**src/rtl/npc_state_mux_unit_if.sv**
```systemverilog
// -----------------------------------------------------------------------------
// npc_state_mux_unit_if
//
// Groups the signals between the NPC core and its state/selection block.
//
//   Register file : rf_wen, rf_waddr, rf_wdata, rf_raddr -> rf_rdata
//   PC register   : pc_wen, pc_din                       -> pc
//   Keyed mux     : mux_key, mux_lut, mux_default        -> mux_out
//
// Modports:
//   master - the core side; drives requests and observes state/results.
//   slave  - the state block; consumes requests and drives state/results.
// -----------------------------------------------------------------------------
interface npc_state_mux_unit_if #(
    parameter int ADDR_WIDTH = 5,
    parameter int DATA_WIDTH = 32,
    parameter int NR_KEY     = 8,
    parameter int KEY_LEN    = 7
);
    localparam int PAIR_LEN = KEY_LEN + DATA_WIDTH;

    // Register file
    logic                       rf_wen;
    logic [ADDR_WIDTH-1:0]      rf_waddr;
    logic [DATA_WIDTH-1:0]      rf_wdata;
    logic [ADDR_WIDTH-1:0]      rf_raddr;
    logic [DATA_WIDTH-1:0]      rf_rdata;

    // Program counter
    logic                       pc_wen;
    logic [DATA_WIDTH-1:0]      pc_din;
    logic [DATA_WIDTH-1:0]      pc;

    // Keyed lookup mux
    logic [KEY_LEN-1:0]         mux_key;
    logic [NR_KEY*PAIR_LEN-1:0] mux_lut;
    logic [DATA_WIDTH-1:0]      mux_default;
    logic [DATA_WIDTH-1:0]      mux_out;

    modport master (
        output rf_wen, rf_waddr, rf_wdata, rf_raddr,
        output pc_wen, pc_din,
        output mux_key, mux_lut, mux_default,
        input  rf_rdata, pc, mux_out
    );

    modport slave (
        input  rf_wen, rf_waddr, rf_wdata, rf_raddr,
        input  pc_wen, pc_din,
        input  mux_key, mux_lut, mux_default,
        output rf_rdata, pc, mux_out
    );
endinterface

```
**src/rtl/npc_state_mux_unit.sv**
```systemverilog
// -----------------------------------------------------------------------------
// npc_state_mux_unit
//
// Architectural state and opcode-driven selection for the single-cycle NPC
// core:
//   - a 2^ADDR_WIDTH entry register file (one write, one combinational read),
//     entry 0 reads as zero and ignores writes;
//   - the program-counter register, loaded from pc_din when pc_wen is high;
//   - a keyed lookup mux: OR of the data of every matching {key,data} pair,
//     or mux_default when nothing matches.
//
// Ports:
//   clk  - rising-edge clock for all state
//   rst  - asynchronous active-low reset (pc <= RESET_PC, all entries <= 0)
//   bus  - slave side of npc_state_mux_unit_if (register file, PC, mux)
// -----------------------------------------------------------------------------
module npc_state_mux_unit #(
    parameter int                ADDR_WIDTH = 5,
    parameter int                DATA_WIDTH = 32,
    parameter logic [31:0]       RESET_PC   = 32'h8000_0000,
    parameter int                NR_KEY     = 8,
    parameter int                KEY_LEN    = 7
) (
    input  logic                  clk,
    input  logic                  rst,
    npc_state_mux_unit_if.slave   bus
);
    localparam int NR_REGS  = 1 << ADDR_WIDTH;
    localparam int DATA_LEN = DATA_WIDTH;
    localparam int PAIR_LEN = KEY_LEN + DATA_LEN;

    // -------------------------------------------------------------------------
    // Register file
    // -------------------------------------------------------------------------
    logic [DATA_WIDTH-1:0] regs [NR_REGS];

    // Entry 0 is cleared on reset and never written, so it stays zero; the
    // read side also forces zero so the hardwiring does not rely on storage.
    always_ff @(posedge clk or negedge rst) begin
        if (!rst) begin
            for (int i = 0; i < NR_REGS; i++) begin
                regs[i] <= '0;
            end
        end else if (bus.rf_wen && (bus.rf_waddr != '0)) begin
            regs[bus.rf_waddr] <= bus.rf_wdata;
        end
    end

    // No write-to-read bypass: a same-cycle write becomes visible after the edge.
    assign bus.rf_rdata = (bus.rf_raddr == '0) ? '0 : regs[bus.rf_raddr];

    // -------------------------------------------------------------------------
    // Program counter
    // -------------------------------------------------------------------------
    logic [DATA_WIDTH-1:0] pc_q;

    always_ff @(posedge clk or negedge rst) begin
        if (!rst) begin
            pc_q <= RESET_PC[DATA_WIDTH-1:0];
        end else if (bus.pc_wen) begin
            pc_q <= bus.pc_din;
        end
    end

    assign bus.pc = pc_q;

    // -------------------------------------------------------------------------
    // Keyed lookup mux
    // -------------------------------------------------------------------------
    // Pair i sits at mux_lut[i*PAIR_LEN +: PAIR_LEN] with the key in the upper
    // KEY_LEN bits, so pair 0 is the last element of a {..} concatenation.
    function automatic logic [KEY_LEN-1:0] lut_key(
        input logic [NR_KEY*PAIR_LEN-1:0] lut,
        input int                         idx
    );
        return lut[idx*PAIR_LEN+DATA_LEN +: KEY_LEN];
    endfunction

    function automatic logic [DATA_LEN-1:0] lut_data(
        input logic [NR_KEY*PAIR_LEN-1:0] lut,
        input int                         idx
    );
        return lut[idx*PAIR_LEN +: DATA_LEN];
    endfunction

    logic [NR_KEY-1:0]   hit;
    logic [DATA_LEN-1:0] hit_or;

    // Duplicate keys are legal; all hitting data words are OR-merged.
    always_comb begin
        hit    = '0;
        hit_or = '0;
        for (int i = 0; i < NR_KEY; i++) begin
            hit[i] = (bus.mux_key == lut_key(bus.mux_lut, i));
            if (hit[i]) begin
                hit_or = hit_or | lut_data(bus.mux_lut, i);
            end
        end
    end

    assign bus.mux_out = (|hit) ? hit_or : bus.mux_default;

endmodule

```
**src/flat_wrapper.sv**
```systemverilog
// flat-port wrapper written by rule: the top's interface ports become plain ports
module npc_state_mux_unit_flat 
#(
    parameter int                ADDR_WIDTH = 5,
    parameter int                DATA_WIDTH = 32,
    parameter logic [31:0]       RESET_PC   = 32'h8000_0000,
    parameter int                NR_KEY     = 8,
    parameter int                KEY_LEN    = 7
)
  (clk, rst, bus_rf_wen, bus_rf_waddr, bus_rf_wdata, bus_rf_raddr, bus_pc_wen, bus_pc_din, bus_mux_key, bus_mux_lut, bus_mux_default, bus_rf_rdata, bus_pc, bus_mux_out);
  npc_state_mux_unit_if #(.ADDR_WIDTH(ADDR_WIDTH), .DATA_WIDTH(DATA_WIDTH), .NR_KEY(NR_KEY), .KEY_LEN(KEY_LEN)) bus_i ();
  input  logic clk;
  input  logic rst;
  input wire logic [$bits(bus_i.rf_wen)-1:0] bus_rf_wen;
  input wire logic [$bits(bus_i.rf_waddr)-1:0] bus_rf_waddr;
  input wire logic [$bits(bus_i.rf_wdata)-1:0] bus_rf_wdata;
  input wire logic [$bits(bus_i.rf_raddr)-1:0] bus_rf_raddr;
  input wire logic [$bits(bus_i.pc_wen)-1:0] bus_pc_wen;
  input wire logic [$bits(bus_i.pc_din)-1:0] bus_pc_din;
  input wire logic [$bits(bus_i.mux_key)-1:0] bus_mux_key;
  input wire logic [$bits(bus_i.mux_lut)-1:0] bus_mux_lut;
  input wire logic [$bits(bus_i.mux_default)-1:0] bus_mux_default;
  output wire logic [$bits(bus_i.rf_rdata)-1:0] bus_rf_rdata;
  output wire logic [$bits(bus_i.pc)-1:0] bus_pc;
  output wire logic [$bits(bus_i.mux_out)-1:0] bus_mux_out;
  assign bus_i.rf_wen = bus_rf_wen;
  assign bus_i.rf_waddr = bus_rf_waddr;
  assign bus_i.rf_wdata = bus_rf_wdata;
  assign bus_i.rf_raddr = bus_rf_raddr;
  assign bus_i.pc_wen = bus_pc_wen;
  assign bus_i.pc_din = bus_pc_din;
  assign bus_i.mux_key = bus_mux_key;
  assign bus_i.mux_lut = bus_mux_lut;
  assign bus_i.mux_default = bus_mux_default;
  assign bus_rf_rdata = bus_i.rf_rdata;
  assign bus_pc = bus_i.pc;
  assign bus_mux_out = bus_i.mux_out;
  npc_state_mux_unit #(.ADDR_WIDTH(ADDR_WIDTH), .DATA_WIDTH(DATA_WIDTH), .RESET_PC(RESET_PC), .NR_KEY(NR_KEY), .KEY_LEN(KEY_LEN)) u_core (.clk(clk), .rst(rst), .bus(bus_i));
endmodule
```
**config.mk**
```make
export PLATFORM = sky130hd
export DESIGN_NAME = npc_state_mux_unit_flat
export DESIGN_NICKNAME = d
export VERILOG_FILES = /design/src/rtl/npc_state_mux_unit_if.sv /design/src/rtl/npc_state_mux_unit.sv /design/src/flat_wrapper.sv
export SDC_FILE = /design/constraint.sdc
export NUM_CORES = 2
export LEC_CHECK = 0
export CAP_MARGIN = 20
export CORE_UTILIZATION = 25
export CTS_CLUSTER_SIZE = 40
export DETAILED_ROUTE_END_ITERATION = 12
export REMOVE_ABC_BUFFERS = 1
export SETUP_SLACK_MARGIN = 0.02
export SLEW_MARGIN = 20
export SYNTH_ARGS = -nofsm -noshare
export SYNTH_HDL_FRONTEND = slang
export SYNTH_SLANG_ARGS = --single-unit
```
**constraint.sdc**
```tcl
create_clock -name clk -period 2.56 [get_ports clk]
set_input_delay 0.512 -clock clk [delete_from_list [all_inputs] [get_ports clk]]
set_output_delay 0.512 -clock clk [all_outputs]
set_load 0.005 [all_outputs]
```
### Yosys cells after proc, flatten, opt, wreduce, memory -nomap -nowiden

Cells that the tools add are included.

* $lt $le $gt $ge: 3
* equality and inequality tests: 8
* multiplexer cells: 16
* bitwise gates (word level): 9
* reductions and logical operators: 5

Operator list (number)
* 1024-bit bitwise mux: 1
* 32-bit 2-to-1 mux: 13
* 32-bit bitwise OR: 7
* 32-bit binary-select mux with 5-bit select: 1
* 32-bit demux with 5-bit select: 1
* 7-bit equality test: 8
* 6-bit greater-or-equal comparator (second input constant): 2
* 5-bit inverter with 6-bit output: 2
* 8-bit OR reduction: 1
* 6-bit by 1-bit less-than comparator with 1-bit output (second input constant): 1
* 5-bit zero test: 1
* 5-bit nonzero test: 1
* 1-bit logical AND: 2

* bits in registers: 1056
* input bits: 429
* output and inout bits: 96

### Logic depth before layout (Yosys ltp)

* depth in word-level cells: 17
* depth in mapped cells: 8
* depth with buffers taken out: 6

### Worst setup path after synthesis

OpenSTA, ideal clock, no wires.

* path type: input port to output port
* start point: in bus_rf_raddr[0]
* end point: out bus_rf_rdata[1]
* data arrival time: 2.045 ns
* required time: 2.048 ns
* setup slack: 0.003 ns
* stages on the path: 7
* buffers on the path: 3
* cells stage by stage: clkbuf_1 buf_2 buf_2 mux4_2 mux2_2 o22ai_1 nor3_1

* cells in the longest elaborated chain, start to end: 5
* elaborated cells on any way between the ends: 6
* those cells by class: mux (4); bitwise (1); reduce/logical (1)

RTL lines
* start: declaration: line flat_wrapper.sv:17 `input wire logic [$bits(bus_i.rf_raddr)-1:0] bus_rf_raddr;`
* 5-bit inverter with 6-bit output (not written as such): line npc_state_mux_unit.sv:50 `assign bus.rf_rdata = (bus.rf_raddr == '0) ? '0 : regs[bus.rf_raddr];`
* 32-bit binary-select mux with 5-bit select: line npc_state_mux_unit.sv:50
* 32-bit 2-to-1 mux (not written as such) (2 in a row): line npc_state_mux_unit.sv:50
* 32-bit 2-to-1 mux *: line npc_state_mux_unit.sv:50
* end: declaration: line flat_wrapper.sv:23 `output wire logic [$bits(bus_i.rf_rdata)-1:0] bus_rf_rdata;`

Mark *: on every way between the ends. The rest lies on a longest branch, timed or not. The select of a mux whose other input is x is not followed.

### Worst setup path after layout

* start point: in bus_mux_key[2]
* end point: out bus_mux_out[17]

* cells in the longest elaborated chain, start to end: 17
* elaborated cells on any way between the ends: 25
* those cells by class: eq/ne (8); mux (9); bitwise (7); reduce/logical (1)

RTL lines
* start: declaration: line flat_wrapper.sv:20 `input wire logic [$bits(bus_i.mux_key)-1:0] bus_mux_key;`
* 7-bit equality test: line npc_state_mux_unit.sv:94 `hit[i] = (bus.mux_key == lut_key(bus.mux_lut, i));`
* 32-bit 2-to-1 mux: line npc_state_mux_unit.sv:95 `if (hit[i]) begin`
* 32-bit bitwise OR: line npc_state_mux_unit.sv:96 `hit_or = hit_or | lut_data(bus.mux_lut, i);`
* 32-bit 2-to-1 mux: line npc_state_mux_unit.sv:95
* 32-bit bitwise OR: line npc_state_mux_unit.sv:96
* 32-bit 2-to-1 mux: line npc_state_mux_unit.sv:95
* 32-bit bitwise OR: line npc_state_mux_unit.sv:96
* 32-bit 2-to-1 mux: line npc_state_mux_unit.sv:95
* 32-bit bitwise OR: line npc_state_mux_unit.sv:96
* 32-bit 2-to-1 mux: line npc_state_mux_unit.sv:95
* 32-bit bitwise OR: line npc_state_mux_unit.sv:96
* 32-bit 2-to-1 mux: line npc_state_mux_unit.sv:95
* 32-bit bitwise OR: line npc_state_mux_unit.sv:96
* 32-bit 2-to-1 mux: line npc_state_mux_unit.sv:95
* 32-bit bitwise OR: line npc_state_mux_unit.sv:96
* 32-bit 2-to-1 mux: line npc_state_mux_unit.sv:95
* 32-bit 2-to-1 mux *: line npc_state_mux_unit.sv:101 `assign bus.mux_out = (|hit) ? hit_or : bus.mux_default;`
* end: declaration: line flat_wrapper.sv:25 `output wire logic [$bits(bus_i.mux_out)-1:0] bus_mux_out;`

Mark *: on every way between the ends. The rest lies on a longest branch, timed or not.

==> impl_metrics.py <==
metrics = {
    "outcome": {
        "outcome": "finished, violations left",
        "violations": "negative setup slack",
    },
    "drt": {
        "vias": 32700,
        "initialDrtViolationCount": 2127,
        "wl_per_cell_um": 26.33,
        "drcViolationCount": 0,
        "dr.pass1.iters": 5,
        "vias_per_cell": 4.848,
        "wl_um": 177600,
        "ant_nets": 0,
    },
    "clocking": {
        "cts_buffers": 109,
        "h-tree-depth": 3,
        "cts_sinks": 1056,
        "cts-root-buf": "clkbuf_16",
        "clock_latency_ps": 720,
        "cts_tree": "yes",
        "clk_path_buf_depth": 3,
        "clkSlewWorstSetupHoldPaths_ps": 60,
    },
    "critical_path": {
        "critPathKind": "in2out",
        "slowest_delay_ps": 220,
        "endpoint_kind": "output pin",
        "crit_slowest_cell": "a31oi_2",
        "critPathLaunchType": "primary input",
        "cp.buffers_inverters": 10,
        "cp_data_required_time_ps": 2050,
        "path_cells": "buf_2 > buf_12 > buf_6 > xor2_2 > nor4_4 > buf_4 > nor4_4 > buf_12 > buf_8 > buf_8 > buf_6 > and3b_1 > a31oi_2 > buf_4 > buf_6",
        "path_common_cell": "buf_6",
        "crit_arrival_ps": 2700,
        "path_delay_family": "buffers and inverters",
        "cp_max_fo": 8,
    },
    "global_route": {
        "grt_overflow": 0,
        "grt_pass1_vias": 35230,
        "grt_max_degree": 78,
        "antenna_found_initial": 39,
        "grt_usage": 0.1752,
        "grt_pass1_wl_um": 257500,
    },
    "sta": {
        "max_freq_ghz": 0.3111,
        "hold_viol": 0,
        "fin_crit_sh": 1.256,
        "period_needed_ps": 3215,
        "rsz0062_at_grt": "yes",
        "slew_viol_final": 0,
        "tightest_slew_ps": 698.3,
        "finalSetupViolCount": 64,
        "max-slew-margin-rel": 0.5335,
        "finalWorstSetupSlack_ps": -654.8,
        "fin_skew_ps": 0,
        "fin_tns_setup_ps": -25530,
        "holdWs_ps": 295.0,
    },
    "power": {
        "powerDensity_nw_per_um2": 692.8,
        "power_uw": 47580,
        "leakage_uw": 0.02945,
        "p_int_uw": 35370,
        "switching_share": 0.2566,
        "pwr-share-clk": 0.349,
        "switching_power_uw": 12210,
        "p_seq_frac": 0.447,
        "combPwrFrac": 0.204,
        "ir_drop_mv": 0.6093,
    },
    "logic_synthesis": {
        "synth-seq-cells": 1056,
        "yosysSeqAreaShare": 0.5309,
        "synth.cell_area_um2": 49780,
        "syn_avg_cell_area_um2": 15.36,
        "yosysTopAreaCell": "dfrtp_1",
        "yosys_most_used_dff": "dfrtp_1",
        "synth_edf_count": 0,
        "synth_top_area_share": 0.5303,
        "yosysMostFrequentCell": "mux2_2",
        "synth_area_leaders": "dfrtp_1, mux2_2, mux4_2",
        "synth_commonest_cells": "mux2_2, dfrtp_1, mux4_2",
        "yosys_warnings": 0,
        "async_flop_share": 1.000,
        "synth_cell_type_count": 36,
        "syn_inst": 3240,
    },
    "die": {
        "die_w_um": 448.2,
        "die_h_um": 448.2,
        "start_util": 0.2519,
        "num_rows": 163,
        "core_um2": 197600,
        "dieArea_um2": 200900,
        "pin_count": 525,
    },
    "placement": {
        "numPortBuffers": 524,
        "dpl.hpwl_um": 125800,
        "placed_area_um2": 61670,
        "place_ws_ps": -1925,
        "routabilityCongestion": 0.9810,
    },
    "layout": {
        "drive_gt1_frac": 0.5820,
        "post-route-cell-area_um2": 68680,
        "fin_nets": 4428,
        "syn_to_final_growth_pct": 37.97,
    },
    "job": {
        "max-cap-violations": 0,
    },
    "hold_path": {
        "hp-class": "in2async",
    },
}
## metal layers
| layer | wire (um) | GRT usage | vias to the layer above |
|---|---|---|---|
| li1 | - | - | 13790 |
| met1 | 73820 | 0.2227 | 17580 |
| met2 | 87760 | 0.2975 | 1029 |
| met3 | 9220 | 0.02776 | 301 |
| met4 | 6750 | 0.06799 | 6 |
| met5 | 46 | 0 | - |
## layout by cell type (no fill, tap or decap), drive strengths merged, types with 33 or more instances in the layout
master	instances
mux2	1088
dfrtp	1055
buf	552
clkdlybuf4s50	391
mux4	256
clkbuf	179
a22o	63
a221oi	63
dlygate4sd2	35
a22oi	34
nor3	33
and3b	33
## sequential cells by signal, summed over array words and instances (netlist names)
signal,cells
u_core.regs,1024
u_core.bus.pc,32
## layout make-up
class,instances,area (um2)
fill,18840,128900
clock inverter,35,489.2
antenna,17,42.54
tap,2640,3303
clock buffer,166,3322
sequential,1056,26430
timing repair buffer,1008,10940
multi-input combinational,1824,24160
## repair_timing
item | CTS | global route
resized for setup | 701 | 145
setup endpoints to repair | 64 | 64
pin swaps | 132 | 71
endpoints found under the hold margin | 30 | 0
gates cloned | 8 | 1
setup buffers | 76 | 32
hold buffers | 1 | 0
## final timing paths
path / slack [ps] / from / endpoint / cells past startpoint
max reg2reg: 1680 / u_core.regs[522] / u_core.regs[522] / 2
min reg2reg: 370 / u_core.regs[1004] / u_core.regs[1004] / 0
max in group asynchronous: 1240 / rst / u_core.regs[834] / 4
max: -650 / bus_mux_key[2] / bus_mux_out[17] / 15
min: 290 / rst / u_core.regs[662] / 2
min in group clk: 370 / u_core.regs[1004] / u_core.regs[1004] / 0
## logic make-up (layout without fill, tap and decap cells)
| family | count (synthesis) | in the layout | share of synthesized area |
|---|---|---|---|
| XOR/XNOR | 56 | 56 | 0.009853 |
| flip-flops | 1056 | 1056 | 0.5309 |
| AND/OR/NAND/NOR | 136 | 136 | 0.01908 |
| multiplexers | 1376 | 1376 | 0.3684 |
| other | 0 | 17 | 0 |
| buffers and inverters | 360 | 1209 | 0.03001 |
| AO/OA/AOI/OAI | 256 | 256 | 0.04182 |
## per-stage QoR
step	instances	util
2_1_floorplan	2880	-
3_3_place_gp	6442	0.3121
3_5_place_dp	6442	0.3121
4_1_cts	6710	0.3441
5_1_grt	6745	0.3475
6_report	6746	0.3475
## power groups by stage
stage | logic, uW | clock network [uW] | registers [uW]
4_1_cts | 9550 | 17000 | 21300
6_report | 9690 | 16600 | 21300
3_3_place_gp | 8830 | 0 | 21400
5_1_grt | 10400 | 17700 | 21700
2_1_floorplan | 5120 | 0 | 21000
3_5_place_dp | 8980 | 0 | 21600
Power figures use the tool's default switching activity.
